[src/rtl/key_debounce_reset.sv]
// Push-button conditioning for the Apple 1 board top: per-key two-flop sync and debounce,
// press/release pulses, and a stretched active-low system reset driven by one key.
module key_debounce_lane #(
   parameter int DEBOUNCE_CYCLES = 250000
) (
   input  logic clk25,
   input  logic rst_n,
   input  logic key_raw,
   output logic key_db,
   output logic key_press,
   output logic key_release
);
   localparam int CW = $clog2(DEBOUNCE_CYCLES + 1);
   localparam logic [CW-1:0] LAST = CW'(DEBOUNCE_CYCLES - 1);

   logic          sync_1, sync_2;
   logic          sync;
   logic [CW-1:0] cnt;

   // Flops hold the raw (active-low) level so reset means "released".
   assign sync = ~sync_2;

   always_ff @(posedge clk25 or negedge rst_n) begin
      if (!rst_n) begin
         sync_1      <= 1'b1;
         sync_2      <= 1'b1;
         cnt         <= '0;
         key_db      <= 1'b0;
         key_press   <= 1'b0;
         key_release <= 1'b0;
      end else begin
         sync_1      <= key_raw;
         sync_2      <= sync_1;
         key_press   <= 1'b0;
         key_release <= 1'b0;
         if (sync == key_db) begin
            cnt <= '0;
         end else if (cnt == LAST) begin
            cnt         <= '0;
            key_db      <= ~key_db;
            key_press   <= ~key_db;
            key_release <= key_db;
         end else begin
            cnt <= cnt + 1'b1;
         end
      end
   end
endmodule

module key_debounce_reset #(
   parameter int NUM_KEYS          = 4,
   parameter int DEBOUNCE_CYCLES   = 250000,
   parameter int RESET_HOLD_CYCLES = 16,
   parameter int RESET_KEY         = 0
) (
   input  logic                clk25,
   input  logic                rst_n,
   input  logic [NUM_KEYS-1:0] key_raw,
   output logic [NUM_KEYS-1:0] keys_db,
   output logic [NUM_KEYS-1:0] key_press,
   output logic [NUM_KEYS-1:0] key_release,
   output logic                sys_rst_n
);
   localparam int HW = $clog2(RESET_HOLD_CYCLES + 1);
   localparam logic [HW-1:0] HOLD = HW'(RESET_HOLD_CYCLES);

   logic [HW-1:0] hold_cnt;

   for (genvar k = 0; k < NUM_KEYS; k++) begin : g_lane
      key_debounce_lane #(.DEBOUNCE_CYCLES(DEBOUNCE_CYCLES)) u_lane (
         .clk25       (clk25),
         .rst_n       (rst_n),
         .key_raw     (key_raw[k]),
         .key_db      (keys_db[k]),
         .key_press   (key_press[k]),
         .key_release (key_release[k])
      );
   end

   // Holding the reset key keeps reloading the counter, so the hold restarts on re-press.
   always_ff @(posedge clk25 or negedge rst_n) begin
      if (!rst_n) begin
         hold_cnt  <= HOLD;
         sys_rst_n <= 1'b0;
      end else if (keys_db[RESET_KEY]) begin
         hold_cnt  <= HOLD;
         sys_rst_n <= 1'b0;
      end else if (hold_cnt > HW'(1)) begin
         hold_cnt  <= hold_cnt - 1'b1;
      end else if (hold_cnt == HW'(1)) begin
         hold_cnt  <= '0;
         sys_rst_n <= 1'b1;
      end
   end
endmodule

[config.mk]
export PLATFORM = sky130hd
export DESIGN_NAME = key_debounce_reset
export DESIGN_NICKNAME = d
export VERILOG_FILES = /design/src/rtl/key_debounce_reset.sv
export SDC_FILE = /design/constraint.sdc
export NUM_CORES = 1
export LEC_CHECK = 0
export ABC_AREA = 1
export BUFFER_PORTS_ARGS = -buffer_cell sky130_fd_sc_hd__buf_2
export CORE_MARGIN = 1
export CORE_UTILIZATION = 43
export DETAILED_ROUTE_END_ITERATION = 10
export PLACE_DENSITY_LB_ADDON = 0.3
export SYNTH_ARGS = -nofsm -noshare
export SYNTH_HDL_FRONTEND = slang
export SYNTH_SLANG_ARGS = --single-unit
[constraint.sdc]
create_clock -name clk25 -period 1.7 [get_ports clk25]
set_input_delay 0 -clock clk25 [delete_from_list [all_inputs] [get_ports clk25]]
set_output_delay 0 -clock clk25 [all_outputs]
set_load 0.005 [all_outputs]
=== Word-level counts from Yosys, hierarchy flattened ===
Cells that the tools add are included.

* Register bits: 98
* Bits of input ports: 6
* Output and inout port bits: 13
* Logic and storage cells: 91

* Add/sub/neg operators: 5
* Magnitude comparators: 1
* Equality and inequality tests: 10
* Muxes and demuxes: 30
* Bitwise operators: 12
* Reduce and logical (&&, ||, !) cells: 7

{| class="wikitable"
|+ Operators with widths
! operator !! number
|-
| 18-bit two-way mux || 8
|-
| 18-bit by 1-bit adder with 18-bit output, second input constant || 4
|-
| 18-bit == test, second input constant || 4
|-
| 1-bit two-way mux || 19
|-
| 5-bit two-way mux || 3
|-
| 1-bit inverter || 12
|-
| 2-bit AND reduction || 5
|-
| 5-bit by 1-bit == test with 1-bit output, second input constant || 1
|-
| 5-bit by 1-bit > comparator with 1-bit output, second input constant || 1
|-
| 5-bit by 1-bit subtractor with 5-bit output, second input constant || 1
|-
| 1-bit == test || 4
|-
| 3-bit nonzero test || 1
|-
| 2-bit by 1-bit != test with 1-bit output, second input constant || 1
|-
| 2-bit nonzero test || 1
|}

=== Depth between registers and ports, before layout ===
Gate-level depths: netlist of run 1.

* Depth after elaboration: 4
* Mapped depth: 9
* Gate-level depth less buffers: 9

=== Hierarchy ===
From an unflattened synthesis of run 1, not the netlist that was laid out.

* Cells, all modules: 599
* Area total of the unflattened synthesis: 5031.1 sq um

{| class="wikitable"
|+ By module, submodules not included
! module !! times used !! cells each !! area an instance (sq um) !! sequential area each (sq um)
|-
| key_debounce_lane || 4 || 140 || 1179.9 || 578.1
|-
| key_debounce_reset || 1 || 39 || 311.5 || 151.4
|}

=== Worst setup path after synthesis of run 1 ===
No wires, ideal clock.

* Kind: register to register
* From: register g_lane[1].u_lane.cnt[0]
* To: register g_lane[1].u_lane.cnt[14]
* Library setup time: 117 ps
* Arrival time: 1167 ps
* Data required time: 1583 ps
* Path slack: 416 ps
* Cell stages (with the launch flop): 9
* Path buffers: 0
* Period minus slack after synthesis: 1284 ps
* Cells stage by stage: dfrtp_1 ha_1 nand2_1 nor2_4 nand2_2 nor2_2 nand2_1 nor2_1 nor2_1

* Longest elaborated chain between the ends: 3
* Elaborated cells between the ends (all ways): 4
* Classes of those cells: add/sub: 1; eq/ne: 1; mux: 2

{| class="wikitable"
|+ Ends and longest elaborated chain
! what !! RTL line !! RTL
|-
| start, declared || 18 || <nowiki>logic [CW-1:0] cnt;</nowiki>
|-
| start signal, assigned || 44 || <nowiki>cnt <= cnt + 1'b1;</nowiki>
|-
| 18-bit by 1-bit adder with 18-bit output or 18-bit == test (tied branches) || 44, 38 ||
|-
| 18-bit two-way mux * || 38 || <nowiki>end else if (cnt == LAST) begin</nowiki>
|-
| 18-bit two-way mux * || 36 || <nowiki>if (sync == key_db) begin</nowiki>
|}

Mark *: on every way between the ends. The rest lies on a longest branch, timed or not.
A chain may end at the register's enable or synchronous reset.

=== Worst setup path in the final report of run 1 ===
* From: register g_lane[0].u_lane.cnt[0]
* To: register g_lane[0].u_lane.cnt[12]

* Longest elaborated chain between the ends: 3
* Elaborated cells between the ends (all ways): 4
* Classes of those cells: add/sub: 1; eq/ne: 1; mux: 2

{| class="wikitable"
|+ Ends and longest elaborated chain
! what !! RTL line
|-
| start, declared || 18
|-
| start signal, assigned || 44
|-
| 18-bit by 1-bit adder with 18-bit output or 18-bit == test (tied branches) || 44, 38
|-
| 18-bit two-way mux * || 38
|-
| 18-bit two-way mux * || 36
|}

Marks and branches as above.

==> results of run 1 <==
synth_stat cells, types with 2 or more instances:
cell type and n:
a21oi_1 11, buf_4 12, dfrtp_1 89, dfstp_2 9, ha_1 6, inv_1 65
inv_2 2, nand2_1 122, nand2_2 11, nand2_4 2, nand3_1 44, nand3_2 5
nand4_1 8, nor2_1 155, nor2_2 15, nor2_4 14, nor3_1 10, nor3b_1 5
o21ai_0 8, o21ai_1 4, o21bai_1 4, xnor2_1 12, xor2_1 22
per-layer routing:
layer / up-vias / GRT usage / share of wire
met2: 42 / 0.281 / 0.48
met4: 0 / 0.0604 / 0.020
li1: 2031 / - / -
met1: 1803 / 0.218 / 0.48
met5: - / 0 / 0
met3: 10 / 0.0410 / 0.024
critical path, cell delays in order, from the launching register on:
cell	delay (ns)
dfrtp_1	0.38
ha_1	0.18
nand2_1	0.13
nor2_4	0.20
nand3_2	0.21
nand2_4	0.16
nor2_1	0.06
what timing repair did:
action                                  in CTS  in global routing
hold endpoints to repair                    40                  0
hold buffers                                 5                  0
endpoints found under the setup margin       0                  0
cell usage in the layout (no fill, tap or decap), drive strengths merged:
cell type	instances
nor3	10
nor3b	5
dfrtp	89
buf	25
dlygate4sd3	5
bufinv	1
nand3	49
o21bai	4
clkbuf	12
nand2	135
o21ai	12
clkinvlp	2
a21oi	11
dfstp	9
xnor2	12
or2	1
nand4	8
ha	6
inv	67
clkinv	1
and2	1
xor2	22
nor2	184
through the flow:
| step | cell area, µm² | hold slack, ns | worst slack (ns) |
|---|---|---|---|
| after global routing | 5730 | 0.223 | 0.0844 |
| after detailed placement | 5370 | 0.0195 | 0.277 |
| after floorplan | 5130 | -0.296 | 0.416 |
| after global placement | 5370 | 0.0109 | 0.326 |
| after CTS | 5730 | 0.182 | 0.260 |
| final | 5730 | 0.167 | 0.265 |
area by class of cell:
type	instances	area, µm²
multi-input cells	460	2320
fillers	1068	5790
clock buffers	12	256
clock inverters	4	50.0
inverters	67	251
repair buffers	30	208
flip-flops and latches	98	2460
well taps	143	179
worst paths after layout:
path,end,slack [ns],cells after the start
setup / recovery,g_lane[0].u_lane.cnt[12]$_DFF_PN0_,0.27,6
max in group asynchronous,g_lane[3].u_lane.sync_1$_DFF_PN1_,0.88,3
hold reg to reg,g_lane[1].u_lane.sync_2$_DFF_PN1_,0.35,0
hold / removal,g_lane[2].u_lane.cnt[6]$_DFF_PN0_,0.17,2
setup reg to reg,g_lane[0].u_lane.cnt[12]$_DFF_PN0_,0.27,6
min in group clk25,g_lane[0].u_lane.sync_1$_DFF_PN1_,0.29,2
logic make-up after synthesis:
family                   share of synthesized area
AO/OA/AOI/OAI                               0.0283
AND/OR/NAND/NOR                              0.351
flip-flops                                   0.480
XOR/XNOR                                    0.0580
buffers and inverters                       0.0675
adder cells (fa/ha/maj)                     0.0146
sequential cells by signal, indices dropped and copies added (netlist names):
signal and cells:
g_lane.u_lane.sync_1 4, g_lane.u_lane.key_release 4, g_lane.u_lane.key_db 4, hold_cnt 5, g_lane.u_lane.cnt 72, sys_rst_n 1
g_lane.u_lane.sync_2 4, g_lane.u_lane.key_press 4
power by group:
| part | total (mW) | leakage, nW | switching (mW) | internal [mW] |
|---|---|---|---|---|
| registers | 2.40 | 1.33 | 0.0267 | 2.37 |
| logic | 0.163 | 1.03 | 0.108 | 0.0551 |
| clock network | 2.08 | 0.145 | 0.865 | 1.22 |
| total | 4.65 | 2.50 | 1.00 | 3.65 |
==> summary.md, run 1 <==
| Metric | Value |
|---|---|
| Layout cells sized above 1 | `0.146` |
| Crit path time final | `between 1 and 1.5 ns` |
| IO Pins | `19` |
| Die H | `111 µm` |
| Crit Path Class | `reg2reg` |
| Port Buffers | `18` |
| Crit path launch | `g_lane[0].u_lane.cnt[0]$_DFF_PN0_` |
| Initial Utilization | `0.446` |
| Lkg Pwr | `2.50 nW` |
| Seq/Total Area, Yosys | `0.480` |
| Max cap viols | `0` |
| Fin crit share | `0.844` |
| Syn Area/Cell | `8.04 µm²` |
| Via count | `3,886` |
| Pwr/cell area | `811 nW/µm²` |
| F_max | `0.697 GHz` |
| Failing checks | `design-rule violations` |
| Area grow syn2layout | `11.7%` |
| Synth cell types | `26` |
| Ys Warns | `0` |
| Row count | `39` |
| Final setup vio count | `0` |
| Antenna Nets Post-Route | `0` |
| Worst Hold Class | `in2async` |
| CTS sink count | `98` |
| GP Congestion | `0.885` |
| Setup tns final | `0 ns` |
| H-tree Lvls | `3` |
| DR DRC count | `4` |
| Layout Utilization | `0.498` |
| CP Data Required Time | `1.94 ns` |
| Normalized max-slew margin | `0.650` |
| Fin cells | `814` |
| Clock Latency Late Sink | `0.35 ns` |
| Diodes inserted | `0` |
| Largest area contributor in the netlist | `dfrtp_1` |
| NumNets Final | `678` |
| RSZ-0062 raised after global routing | `false` |
| Largest net degree at the start of global routing | `40` |
| Slew @ Worst Pin | `0.525 ns` |
| 1st-iter DRT viols | `311` |
| Post-Syn Area | `5130 µm²` |
| Final Power | `4.65 mW` |
| EDFF count, synth | `0` |
| Ys async rst share | `1.00` |
| Core footprint | `about 12,000 µm²` |
| Synth Net Count | `650` |
| Type of origin of the critical path | `flop` |
| Clock buffer depth | `2` |
| Total gr overflow | `0` |
| Pins over their slew limit | `0` |
| Post-synthesis register bit count | `98` |
| Worst r2r src | `g_lane[0].u_lane.cnt[0]$_DFF_PN0_` |
| Initial antenna violation count | `0` |
| CTS Buf Count | `9` |
| Crit. End Element | `flop` |
| 1st-pass router iterations | `8` |
| # resized after CTS | `0` |
| Crit path DAT | `between 1.5 and 2 ns` |
| Peak supply drop | `0.615 mV` |
| Outcome | `finished, violations left` |
| DR vias/cell | `4.77` |
| Worst-path fanout max | `8` |
| Final Hold Viols | `0` |
| Root Driver | `clkbuf_16` |
| DR WL/cell | `between 10 and 15 µm` |
| Routed WL | `9.45 mm` |
| Top area cells in the synthesized netlist | `dfrtp_1, nor2_1, nand2_1, inv_1, dfstp_2` |
| Hpwl dp | `7.01 mm` |
| Final Skew | `0.00644 ns` |
| Post-CTS setup repair buffer count | `0` |
| Synth top area share | `0.434` |
| Die area | `12,400 µm²` |
| Placed cells | `793` |
| Main synth FF type | `dfrtp_1` |
| First-pass GRT wire length | `17.0 mm` |
| Vias in the first global route | `3,855` |
| Clk pin slew, worst setup/hold paths | `0.07 ns` |
| Post-Synthesis Cells | `638` |
| Chip width | `111 µm` |
| CTS tree | `built` |
| Total global-route track usage | `0.170` |
Power figures use the tool's default switching activity.
==> inputs of run 2 (changes only) <==
clock period = 1.5 ns   (was 1.7 ns; I/O delays follow)
==> run 2 against run 1 <==
The flow still finishes with violations (design-rule violations). Highest routed layer unchanged. First-iteration DRC count shrank 23%. Combinational power increased by 36%. Register-to-register slack worse by 0.17 ns. Critical path depth unchanged. Largest power group unchanged. Core utilization increased by 0.99 points.
==> summary.md, run 2 (same netlist as run 1, synthesis figures left out) <==
| Metric | Value |
|---|---|
| RSZ-0062 raised after global routing | `true` |
| Vias in the first global route | `3,743 (-2.9%)` |
| Setup tns final | `0 ns (unchanged)` |
| Crit Path Class | `reg2reg` |
| Via count | `3,937 (+1.3%)` |
| Clk pin slew, worst setup/hold paths | `0.07 ns (about the same)` |
| Post-route worst setup slack | `0.0921 ns (-0.173 ns)` |
| Setup WS pre-CTS | `0.0841 ns (-0.193 ns)` |
| Top flop regs | `g_lane.u_lane.cnt x72, hold_cnt x5` |
| Lkg Pwr | `2.55 nW (+2.0%)` |
| Reg2reg end | `g_lane[0].u_lane.cnt[0]$_DFF_PN0_` |
| 1st-pass router iterations | `7 (-1)` |
| Largest net degree at the start of global routing | `32 (-20%)` |
| Register area | `2460 µm² (unchanged)` |
| Hold WS | `0.136 ns (-0.0312 ns)` |
| Routed WL | `9.57 mm (+1.3%)` |
| Outcome | `finished, violations left` |
| # fillers | `1,077 (+0.84%)` |
| DR DRC count | `4 (unchanged)` |
| Max cap viols | `0 (unchanged)` |
| Crit path time final | `1.41 ns (-0.0270 ns)` |
| Failing checks | `design-rule violations` |
| CP top delay family | `simple AND/OR/NAND/NOR gates` |
| Placed cells | `796 (+0.38%)` |
| Final setup vio count | `0 (unchanged)` |
| CTS sink count | `98 (unchanged)` |
| Layout Utilization | `0.507 (+0.00989)` |
| Clock Latency Late Sink | `0.34 ns (about the same)` |
| Root Driver | `clkbuf_16` |
| Area grow syn2layout | `13.9%` |
| Pins over their slew limit | `0 (unchanged)` |
| DR vias/cell | `4.77 (about the same)` |
| Crit. End Element | `flop` |
| Final Skew | `0.00535 ns (-0.00108 ns)` |
| CP Data Required Time | `1.73 ns (-0.21 ns)` |
| 1st-iter DRT viols | `239 (-23%)` |
| Fin crit share | `0.939 (+0.0945)` |
| DR WL/cell | `11.6 µm (about the same)` |
| Most frequent cells in the layout | `nor2_1, nand2_1, dfrtp_1, inv_1, nand3_1` |
| Worst Path Buf+Inv | `0 (unchanged)` |
| First-pass GRT wire length | `16.6 mm (-2.6%)` |
| Antenna Nets Post-Route | `0 (unchanged)` |
| Worst r2r src | `g_lane[0].u_lane.cnt[1]$_DFF_PN0_` |
| Final Power | `5.23 mW (+13%)` |
| Worst Hold Class | `in2async` |
| Layout cells sized above 1 | `0.172 (+0.0255)` |
| Peak supply drop | `0.601 mV (-2.3%)` |
| IO Pins | `19 (unchanged)` |
| Max FFs per register | `72 (unchanged)` |
| Total gr overflow | `0 (unchanged)` |
| Die area | `12,400 µm² (unchanged)` |
| Diodes inserted | `0 (unchanged)` |
| Final Hold Viols | `0 (unchanged)` |
| CTS Buf Count | `9 (unchanged)` |
| Pwr/cell area | `895 nW/µm² (+10%)` |
| Core footprint | `11,500 µm² (unchanged)` |
| Most flops, register | `g_lane.u_lane.cnt` |
| Normalized max-slew margin | `0.714 (+0.0645)` |
| Worst-path fanout max | `8 (unchanged)` |
| Crit path DAT | `1.64 ns (-0.04 ns)` |
| Total global-route track usage | `0.167 (-0.00363)` |
| Final instance area | `5840 µm² (+2.0%)` |
| CP peak stage delay | `0.37 ns (about the same)` |
| Clock buffer depth | `2 (unchanged)` |
| Footprint of the multi-input gates | `2350 µm² (+1.3%)` |
| Initial antenna violation count | `0 (unchanged)` |
| Port Buffers | `18 (unchanged)` |
| Row count | `39 (unchanged)` |
| H-tree Lvls | `3 (unchanged)` |
| Die H | `111 µm (unchanged)` |
| Most common cell after layout, fill and taps aside | `nor2_1` |
| Chip width | `111 µm (unchanged)` |
| R2R cell count | `6 (unchanged)` |
| GP Congestion | `0.891 (+0.71%)` |
| Hpwl dp | `6.98 mm (-0.41%)` |
| R2R Setup Slk | `0.09 ns (-0.17 ns)` |
| Fin cells | `825 (+1.4%)` |
| NumNets Final | `689 (+1.6%)` |
| Worst path cell trace | `ha_1 -> nand2_2 -> nor2_4 -> nand3_2 -> nand2_4 -> nor2_1` |
| CP max-delay cell | `dfrtp_1` |
| Type of origin of the critical path | `flop` |
| Initial Utilization | `0.446 (unchanged)` |
| F_max | `0.710 GHz (+1.9%)` |
| Placed cell area | `5410 µm² (+0.65%)` |
| Slew @ Worst Pin | `0.429 ns (-0.0967 ns)` |
| CTS tree | `built` |
==> run 2: changes by cell type in the layout (fill, tap and decap cells not counted), sizes merged <==
| cell | delta |
|---|---|
| clkbuf | -2 |
| buf | +11 |
| clkinvlp | +1 |
| inv | +1 |
==> run 2: how the worst max path moves through the flow <==
| stage | start | to | slack, ns | depth (start not counted) |
|---|---|---|---|---|
| floorplan | g_lane[1].u_lane.cnt[0]$_DFF_PN0_ | g_lane[1].u_lane.cnt[14]$_DFF_PN0_ | 0.22 | 8 |
| global placement | g_lane[1].u_lane.cnt[0]$_DFF_PN0_ | g_lane[1].u_lane.cnt[14]$_DFF_PN0_ | 0.14 | 8 |
| detailed placement | g_lane[2].u_lane.cnt[0]$_DFF_PN0_ | g_lane[2].u_lane.cnt[16]$_DFF_PN0_ | 0.08 | 6 |
| CTS | g_lane[0].u_lane.cnt[0]$_DFF_PN0_ | g_lane[0].u_lane.cnt[0]$_DFF_PN0_ | 0.08 | 6 |
| global route | g_lane[1].u_lane.cnt[0]$_DFF_PN0_ | g_lane[1].u_lane.cnt[14]$_DFF_PN0_ | -0.03 | 8 |
| finish | g_lane[0].u_lane.cnt[1]$_DFF_PN0_ | g_lane[0].u_lane.cnt[0]$_DFF_PN0_ | 0.09 | 6 |
==> run 2: power by group <==
part | switching, mW | internal [mW] | total [mW]
clock network | 0.997 | 1.30 | 2.29
registers | 0.0294 | 2.69 | 2.72
logic | 0.134 | 0.0880 | 0.222
==> run 2: cell type report <==
cell class | count | share of cell area
multi-input combinational | 460 | 0.402
clock buffer | 10 | 0.0392
sequential | 98 | 0.422
inverter | 67 | 0.0430
timing repair buffer | 41 | 0.0518
clock inverter | 6 | 0.0113
tap | 143 | 0.0306
==> run 2: what timing repair did <==
| action | 4_1_cts | 5_1_grt |
|---|---|---|
| setup endpoints to repair | 0 | 33 |
| endpoints found under the hold margin | 93 | 0 |
| hold buffers | 5 | 0 |
| resized for setup | 0 | 10 |
| buffers inserted | 0 | 8 |
==> run 2: metal layers <==
layer | global-route usage | part of all wire | routed length (µm)
met1 | 0.223 | 0.49 | 4700
met2 | 0.266 | 0.46 | 4450
met3 | 0.0295 | 0.026 | 249
met4 | 0.0730 | 0.018 | 171
met5 | 0 | 0 | 0
